## config.mk

```make
export PLATFORM = sky130hd
export DESIGN_NAME = pueo_phase_monitor
export DESIGN_NICKNAME = d
export VERILOG_FILES = /design/src/rtl/pueo_phase_mon_pkg.sv /design/src/rtl/pueo_sat_counter.sv /design/src/rtl/pueo_phase_monitor.sv
export SDC_FILE = /design/constraint.sdc
export NUM_CORES = 1
export LEC_CHECK = 0
export CAP_MARGIN = 15
export CORE_MARGIN = 2
export CORE_UTILIZATION = 54
export CTS_CLUSTER_SIZE = 30
export DETAILED_ROUTE_END_ITERATION = 16
export PLACE_DENSITY = 0.87
export SYNTH_ARGS = -nofsm -noshare
export SYNTH_HDL_FRONTEND = slang
export SYNTH_SLANG_ARGS = --single-unit
```

## constraint.sdc

```tcl
create_clock -name aclk -period 5.51 [get_ports aclk]
set_clock_uncertainty 0.05 [all_clocks]
set_input_delay 1.102 -clock aclk [delete_from_list [all_inputs] [get_ports aclk]]
set_output_delay 1.102 -clock aclk [all_outputs]
set_load 0.005 [all_outputs]
```

## src/rtl/pueo_phase_mon_pkg.sv

```systemverilog
// Shared types and the slot classifier for the phase-pulse monitor family.
package pueo_phase_mon_pkg;

    typedef enum logic [1:0] {
        UNLOCKED,
        ACQUIRE,
        LOCKED
    } phase_mon_state_t;

    typedef enum logic [1:0] {
        SLOT_IDLE,
        SLOT_HIT,
        SLOT_MISS,
        SLOT_STRAY
    } slot_class_t;

    // slot_end is true when the flywheel sits on the last phase of the period,
    // i.e. the cycle in which the aligner's pulse is expected.
    function automatic slot_class_t classify_slot(input logic sync, input logic slot_end);
        slot_class_t cls;
        cls = SLOT_IDLE;
        if (sync && slot_end)
            cls = SLOT_HIT;
        else if (sync)
            cls = SLOT_STRAY;
        else if (slot_end)
            cls = SLOT_MISS;
        return cls;
    endfunction

endpackage

```

## src/rtl/pueo_sat_counter.sv

```systemverilog
// Saturating event counter; a clear coinciding with an increment loads 1 so
// the event that arrived with the clear is not lost.
module pueo_sat_counter #(
    parameter int WIDTH = 16
) (
    input  logic             clk,
    input  logic             rst_n,
    input  logic             inc,
    input  logic             clr,
    output logic [WIDTH-1:0] count
);

    logic [WIDTH-1:0] r_count;

    // NOTE: sequential state uses non-blocking assignments so every flop samples
    // pre-edge values regardless of process evaluation order.
    always_ff @(posedge clk or negedge rst_n) begin
        if (!rst_n)
            r_count <= '0;
        else if (clr)
            r_count <= inc ? WIDTH'(1) : '0;
        else if (inc && (r_count != '1))
            r_count <= r_count + WIDTH'(1);
    end

    assign count = r_count;

endmodule

```

## src/rtl/pueo_phase_monitor.sv

```systemverilog
// Flywheel checker for the aligner's one-per-period phase pulse: acquires lock
// on a run of well-spaced pulses, then flags missing or stray pulses.
module pueo_phase_monitor
    import pueo_phase_mon_pkg::*;
#(
    parameter int PERIOD     = 3,
    parameter int LOCK_COUNT = 8,
    parameter int MISS_LIMIT = 2,
    parameter int CNT_WIDTH  = 16
) (
    input  logic                      aclk,
    input  logic                      aresetn,
    input  logic                      sync_i,
    input  logic                      err_clr_i,
    output logic                      locked_o,
    output logic [$clog2(PERIOD)-1:0] phase_o,
    output logic                      first_o,
    output logic                      err_o,
    output logic [CNT_WIDTH-1:0]      err_count_o
);

    localparam int PW = $clog2(PERIOD);
    localparam int GW = $clog2(LOCK_COUNT + 1);
    localparam int MW = $clog2(MISS_LIMIT + 1);

    localparam logic [PW-1:0] P_LAST   = PW'(PERIOD - 1);
    localparam logic [GW-1:0] G_TARGET = GW'(LOCK_COUNT);
    localparam logic [MW-1:0] M_LIMIT  = MW'(MISS_LIMIT);

    phase_mon_state_t r_state, w_state_nxt;
    logic [PW-1:0]    r_phase, w_phase_nxt;
    logic [GW-1:0]    r_good, w_good_nxt, w_good_inc;
    logic [MW-1:0]    r_miss_run, w_miss_nxt, w_miss_inc;
    logic             r_err, w_err_nxt;
    slot_class_t      w_slot;

    assign w_slot     = classify_slot(sync_i, r_phase == P_LAST);
    assign w_good_inc = r_good + GW'(1);
    assign w_miss_inc = r_miss_run + MW'(1);

    always_ff @(posedge aclk or negedge aresetn) begin
        if (!aresetn) begin
            r_state    <= UNLOCKED;
            r_phase    <= '0;
            r_good     <= '0;
            r_miss_run <= '0;
            r_err      <= 1'b0;
        end else begin
            r_state    <= w_state_nxt;
            r_phase    <= w_phase_nxt;
            r_good     <= w_good_nxt;
            r_miss_run <= w_miss_nxt;
            r_err      <= w_err_nxt;
        end
    end

    // NOTE: every signal driven here gets a default first, so no path through
    // the case arms can leave one unassigned and infer a latch.
    always_comb begin
        w_state_nxt = r_state;
        w_phase_nxt = (r_phase == P_LAST) ? '0 : r_phase + PW'(1);
        w_good_nxt  = r_good;
        w_miss_nxt  = r_miss_run;
        w_err_nxt   = 1'b0;

        unique case (r_state)
            UNLOCKED: begin
                if (sync_i) begin
                    w_phase_nxt = '0;
                    w_good_nxt  = GW'(1);
                    w_state_nxt = ACQUIRE;
                end
            end

            ACQUIRE: begin
                unique case (w_slot)
                    SLOT_HIT: begin
                        if (w_good_inc == G_TARGET) begin
                            w_state_nxt = LOCKED;
                            w_good_nxt  = '0;
                            w_miss_nxt  = '0;
                        end else begin
                            w_good_nxt = w_good_inc;
                        end
                    end
                    SLOT_STRAY: begin
                        w_phase_nxt = '0;
                        w_good_nxt  = GW'(1);
                    end
                    SLOT_MISS: begin
                        w_state_nxt = UNLOCKED;
                        w_good_nxt  = '0;
                    end
                    default: ;
                endcase
            end

            LOCKED: begin
                // Phase is never reseeded here: a stray pulse is reported, not followed.
                unique case (w_slot)
                    SLOT_HIT: w_miss_nxt = '0;
                    SLOT_MISS, SLOT_STRAY: begin
                        w_err_nxt = 1'b1;
                        if (w_miss_inc == M_LIMIT) begin
                            w_state_nxt = UNLOCKED;
                            w_miss_nxt  = '0;
                        end else begin
                            w_miss_nxt = w_miss_inc;
                        end
                    end
                    default: ;
                endcase
            end

            default: begin
                w_state_nxt = UNLOCKED;
                w_good_nxt  = '0;
                w_miss_nxt  = '0;
            end
        endcase
    end

    pueo_sat_counter #(
        .WIDTH (CNT_WIDTH)
    ) u_err_counter (
        .clk   (aclk),
        .rst_n (aresetn),
        .inc   (w_err_nxt),
        .clr   (err_clr_i),
        .count (err_count_o)
    );

    assign locked_o = (r_state == LOCKED);
    assign phase_o  = r_phase;
    assign first_o  = locked_o && (r_phase == '0);
    assign err_o    = r_err;

endmodule

```

# Word level (Yosys, flattened, before mapping)
# Index checks and enable logic that the tools add are counted.
# totals
output_inout_bits,21
register_bits,27
word_cells,67
input_bits,4
# op_classes
bitwise,2
eq_ne,18
n_mux,27
n_addsub,4
n_reduce_logical,10
# ops
cell,count
2-to-1 mux 16 bit,2
2-to-1 mux 2 bit,13
case mux 4 bit (3 select lines),2
adder 16 x 1 -> 16 bit (second input constant),1
inequality test 16 bit (second input constant),1
case mux 2 bit (2 select lines),3
case mux 2 bit (3 select lines),2
== test 2 bit (second input constant),5
2-to-1 mux 4 bit,2
inequality test 2 bit (second input constant),3
inequality test 3 bit (second input constant),2
AND reduction 5 bit,1
adder 2 x 1 -> 2 bit (second input constant),2
adder 4 x 1 -> 4 bit (second input constant),1
== test 2 x 1 -> 1 bit (second input constant),2
== test 4 bit (second input constant),1
zero test 2 bit,2
inequality test 2 x 1 -> 1 bit (second input constant),2
inequality test 4 bit (second input constant),1
AND reduction 4 bit,1
logical AND 1 bit,3
2-to-1 mux 1 bit,3
inequality test 3 x 1 -> 1 bit (second input constant),1
AND reduction 3 bit,1
other kinds (3),4

# Longest topological paths before layout
# depth
word_depth,11
ltp_mapped,9
ltp_nobuf,8

# By module
# Synthesis repeated with hierarchy kept, for this count alone.
# hier_totals
hier_cells,177
hier_area_um2,1640.3
# modules_own_cells
module,cells_per_inst,area_per_inst_um2,instances
pueo_sat_counter,102,959.7,1
pueo_phase_monitor,75,680.7,1

# Least setup slack after synthesis
# No wires, ideal clock.
# synth_path
kind,input to register
start,in sync_i
end,"reg u_err_counter.r_count[3], in the netlist u_err_counter.count[3]"
n_path_buf,1
t_arrival_ps,2588
setup_ps,125
required_time_ps,5335
path_slack_ps,2748
stages,8
cell_sequence,inv_1 -> ha_1 -> or3b_1 -> buf_6 -> clkinv_4 -> nand4_1 -> a21oi_1 -> mux2_2
# synth_between
elab_chain_len,8
word_cells_on_any_way,10
cone_classes,eq/ne (2); mux (4); reduce/logical (4)
# synth_lines
element,line_no,rtl
from (decl),pueo_phase_monitor.sv:13,"input logic sync_i,"
2-to-1 mux 2 bit / logical AND 1 bit (equally long branches),"pueo_phase_mon_pkg.sv:24, pueo_phase_mon_pkg.sv:22",
2-to-1 mux 2 bit (*),pueo_phase_mon_pkg.sv:22,if (sync && slot_end)
== test 2 bit,pueo_phase_monitor.sv:100,unique case (w_slot)
OR reduction 2 bit (*),pueo_phase_monitor.sv:100,
2-to-1 mux 1 bit (*),pueo_phase_monitor.sv:100,
2-to-1 mux 1 bit (*),pueo_phase_monitor.sv:66,unique case (r_state)
via u_err_counter.inc,pueo_sat_counter.sv:8,"input logic inc,"
logical AND 1 bit (*),pueo_sat_counter.sv:22,else if (inc && (r_count != '1))
nonzero test 2 bit (no source line) (*),-,
to (signal assigned),pueo_sat_counter.sv:21,r_count <= inc ? WIDTH'(1) : '0;
to (signal assigned),pueo_sat_counter.sv:23,r_count <= r_count + WIDTH'(1);
to (decl),pueo_sat_counter.sv:13,logic [WIDTH-1:0] r_count;
# Mark *: on every way through the listed nets, which the timed path passes. The rest lies on a longest branch.
# A chain may end at the register's enable or synchronous reset.

# Worst setup path after layout
# layout_path
start,in sync_i
end,"reg u_err_counter.r_count[12], in the netlist u_err_counter.count[12]"
# layout_between
elab_chain_len,8
word_cells_on_any_way,10
cone_classes,eq/ne (2); mux (4); reduce/logical (4)
# layout_lines
element,line_no
2-to-1 mux 2 bit / logical AND 1 bit (equally long branches),"pueo_phase_mon_pkg.sv:24, pueo_phase_mon_pkg.sv:22"
2-to-1 mux 2 bit (*),pueo_phase_mon_pkg.sv:22
== test 2 bit,pueo_phase_monitor.sv:100
OR reduction 2 bit (*),pueo_phase_monitor.sv:100
2-to-1 mux 1 bit (*),pueo_phase_monitor.sv:100
2-to-1 mux 1 bit (*),pueo_phase_monitor.sv:66
logical AND 1 bit (*),pueo_sat_counter.sv:22
nonzero test 2 bit (no source line) (*),-
# Mark *: on every way between the ends. The rest lies on a longest branch, timed or not.

==> results.json <==
{
  "status": "finished, final reports clean",
  "setup_slack_ns": 2.27,
  "placementRows": 20,
  "worstPathRequired_ns": 5.65,
  "cap_violations": 0,
  "peakVddDrop_uv": 222,
  "synth_nets": 185,
  "syn_avg_cell_area_sq_um": 9.43,
  "clk_pin_slew_worst_paths_ns": 0.13,
  "synth.distinct_cells": 44,
  "synth_edf_count": 0,
  "async_flop_share_pct": 100,
  "cp_data_arrival_time_ns": 3.38,
  "netlist_instances": 176,
  "grt_max_degree": 28,
  "portBuffers": 24,
  "grt_first_pass_wirelength_mm": 6.06,
  "post_cts_resized": 0,
  "ys_warn_count": 0,
  "ios": 25,
  "dp_hpwl_mm": 2.58,
  "fmax_ghz": 0.308,
  "avgRoutedWirePerCell_um": 15.4,
  "area_delta_synth_final_pct": 16.6,
  "cts_num_sinks": 27,
  "cts.root.buffer_cell": "clkbuf_4",
  "cp_max_fo": 8,
  "diodes": 0,
  "setup_violations": 0,
  "synth_area_leaders": "dfrtp_1 41%, mux2_2 4.1%, nor2_1 3.8%",
  "cellPowerDensity_mw_per_mm2": 277,
  "vias_per_cell": 6.31,
  "r2r_slack_ns": 3.01,
  "yosys.area.top_type": "dfrtp_1",
  "worst_r2r_endpoint": "u_err_counter.count[12]",
  "p_leak_uw": 0.000837,
  "endpoint": "u_err_counter.count[12]",
  "startpoint_type": "input port",
  "vias": 1457,
  "cts_tree": "yes",
  "placed_cells": 227,
  "slew_viol_final": 0,
  "antenna_left": 0,
  "grt_usage_pct": 21.9,
  "grt-ovfl-total": 0,
  "post-route-min-period_ns": 3.24,
  "antenna_found_initial": 0,
  "hold_viol": 0,
  "clock_path_buffers": 2,
  "start_util_pct": 55.8,
  "fillCellCount": 236,
  "tightest_slew_ns": 1.10,
  "routed_wl_mm": 3.55,
  "cts_hold_buf": 0,
  "place_area_sq_mm": 0.00191,
  "cts_setup_buffers": 0,
  "htree_levels": 1,
  "core_sq_mm": 0.00298,
  "min_path_type": "reg -> reg",
  "cts_buffers": 3,
  "syn_area_sq_mm": 0.00166,
  "clkLatencyLatePin_ns": 0.33,
  "synth_top_area_share_pct": 40.7,
  "detail_route.iter0.violations": 82,
  "rr_worst_depth": 7,
  "holdWs_ns": 0.459,
  "finalCritPeriodShare_pct": 58.8,
  "cp-startpoint": "sync_i",
  "layout.cells.non_filler": 231,
  "final_nets": 208,
  "ys_seq_area_share_pct": 40.7,
  "synth_flop_cell": "dfrtp_1",
  "rr_startpoint": "phase_o[0]",
  "ys_ff_latch": 27,
  "gp_congestion": 0.859,
  "crit_path_end_kind": "register",
  "stdcell_area_sq_mm": 0.00194,
  "grt_pass1_vias": 1393,
  "die_w_um": 59.5,
  "fp.dieArea_sq_mm": 0.00353,
  "relSlewSlack_pct": 25.9,
  "dr.pass1.iters": 4,
  "dieHeight_um": 59.5,
  "setup_tns_ns": 0,
  "post-place-ws_ns": 1.94,
  "layout-drive-gt1-share_pct": 9.60,
  "drc": 0,
  "rsz0062_at_grt": "false",
  "crit_type": "in -> reg"
}
-- metrics by stage --
stage	util (%)	power, uW
final	65.0	537
after global routing	65.0	572
after CTS	65.0	539
after detailed placement	64.1	453
after global placement	64.1	437
after floorplan	-	396
-- cells in the final DEF (no fill, tap or decap), drive strengths merged, types with 7 or more instances in the layout --
master         count
a21oi             12
clkdlybuf4s50     24
dfrtp             27
nand2             12
nand2b             7
nand4              7
nor2              17
nor2b              7
-- flip-flops by register name, summed over array words and instances, names as in the netlist --
signal               count
err_o                    1
phase_o                  2
r_good                   4
r_miss_run               2
r_state                  2
u_err_counter.count     16
-- power breakdown --
group	total, uW	internal (uW)	leakage [uW]	switching [uW]
Clock	85.4	27.2	0.0000177	58.3
Sequential	271	225	0.000365	45.7
Combinational	181	89.9	0.000455	91.0
Total	537	342	0.000837	195
-- how the worst min path moves through the flow --
stage                              from       endpoint  slack [ns]  depth (start not counted)
after floorplan           r_miss_run[0]  r_miss_run[0]        0.41                          1
after global placement    r_miss_run[1]  r_miss_run[1]        0.43                          1
after detailed placement  r_miss_run[1]  r_miss_run[1]        0.43                          1
after CTS                 r_miss_run[1]  r_miss_run[1]        0.46                          1
after global routing      r_miss_run[1]  r_miss_run[1]        0.50                          1
final                     r_miss_run[1]  r_miss_run[1]        0.46                          1
-- cells by family (layout without fill, tap and decap cells) --
family                     count (synthesis)  in the layout  share of synthesized area [%]
and+or+nand+nor                           77             77                           26.8
AOI/OAI and AO/OA                         43             43                           17.9
DFF                                       27             27                           40.7
buffers and inverters                     14             36                           4.37
muxes                                     10             10                           6.48
adders and majority gates                  5              5                           3.77
-- Yosys cell counts, drive strengths merged (2+ instances only) --
cell type and count:
dfrtp 27, nor2 17, a21oi 12, nand2 12, nand2b 7, nand4 7
nor2b 7, a211oi 6, inv 6, mux2 6, buf 5, ha 5
nand3 5, o21ai 5, mux2i 4, nor3 4, a211o 3, and4 3
nor4 3, a21o 2, a311oi 2, a31o 2, a31oi 2, and3 2
clkbuf 2, nand3b 2, nor3b 2, o211ai 2, o21a 2
-- worst max-delay path: stages --
cell	delay, ns
clkdlybuf4s50_1	0.57
inv_1	0.08
ha_1	0.38
or3b_1	0.55
nor4_1	0.41
mux2i_1	0.23
nor2_1	0.05
-- layout make-up --
cell class / count / area (sq um) / area share (%)
repair buffers: 25 / 248 / 12.8
clock inverters: 1 / 5.00 / 0.259
clock buffers: 3 / 22.5 / 1.16
flip-flops and latches: 27 / 676 / 34.9
multi-input cells: 135 / 912 / 47.1
inverters: 7 / 31.3 / 1.62
well taps: 33 / 41.3 / 2.13
-- per-layer routing --
layer / share of wire, % / wire length (um) / vias up / GRT usage, %
met3: 4.1 / 146 / 6 / 3.28
met1: 44 / 1550 / 703 / 27.4
met2: 51 / 1810 / 51 / 38.5
met5: 0 / 0 / - / 0
li1: - / - / 697 / -
met4: 1.0 / 36 / 0 / 7.14
(Power assumes the default switching activity.)
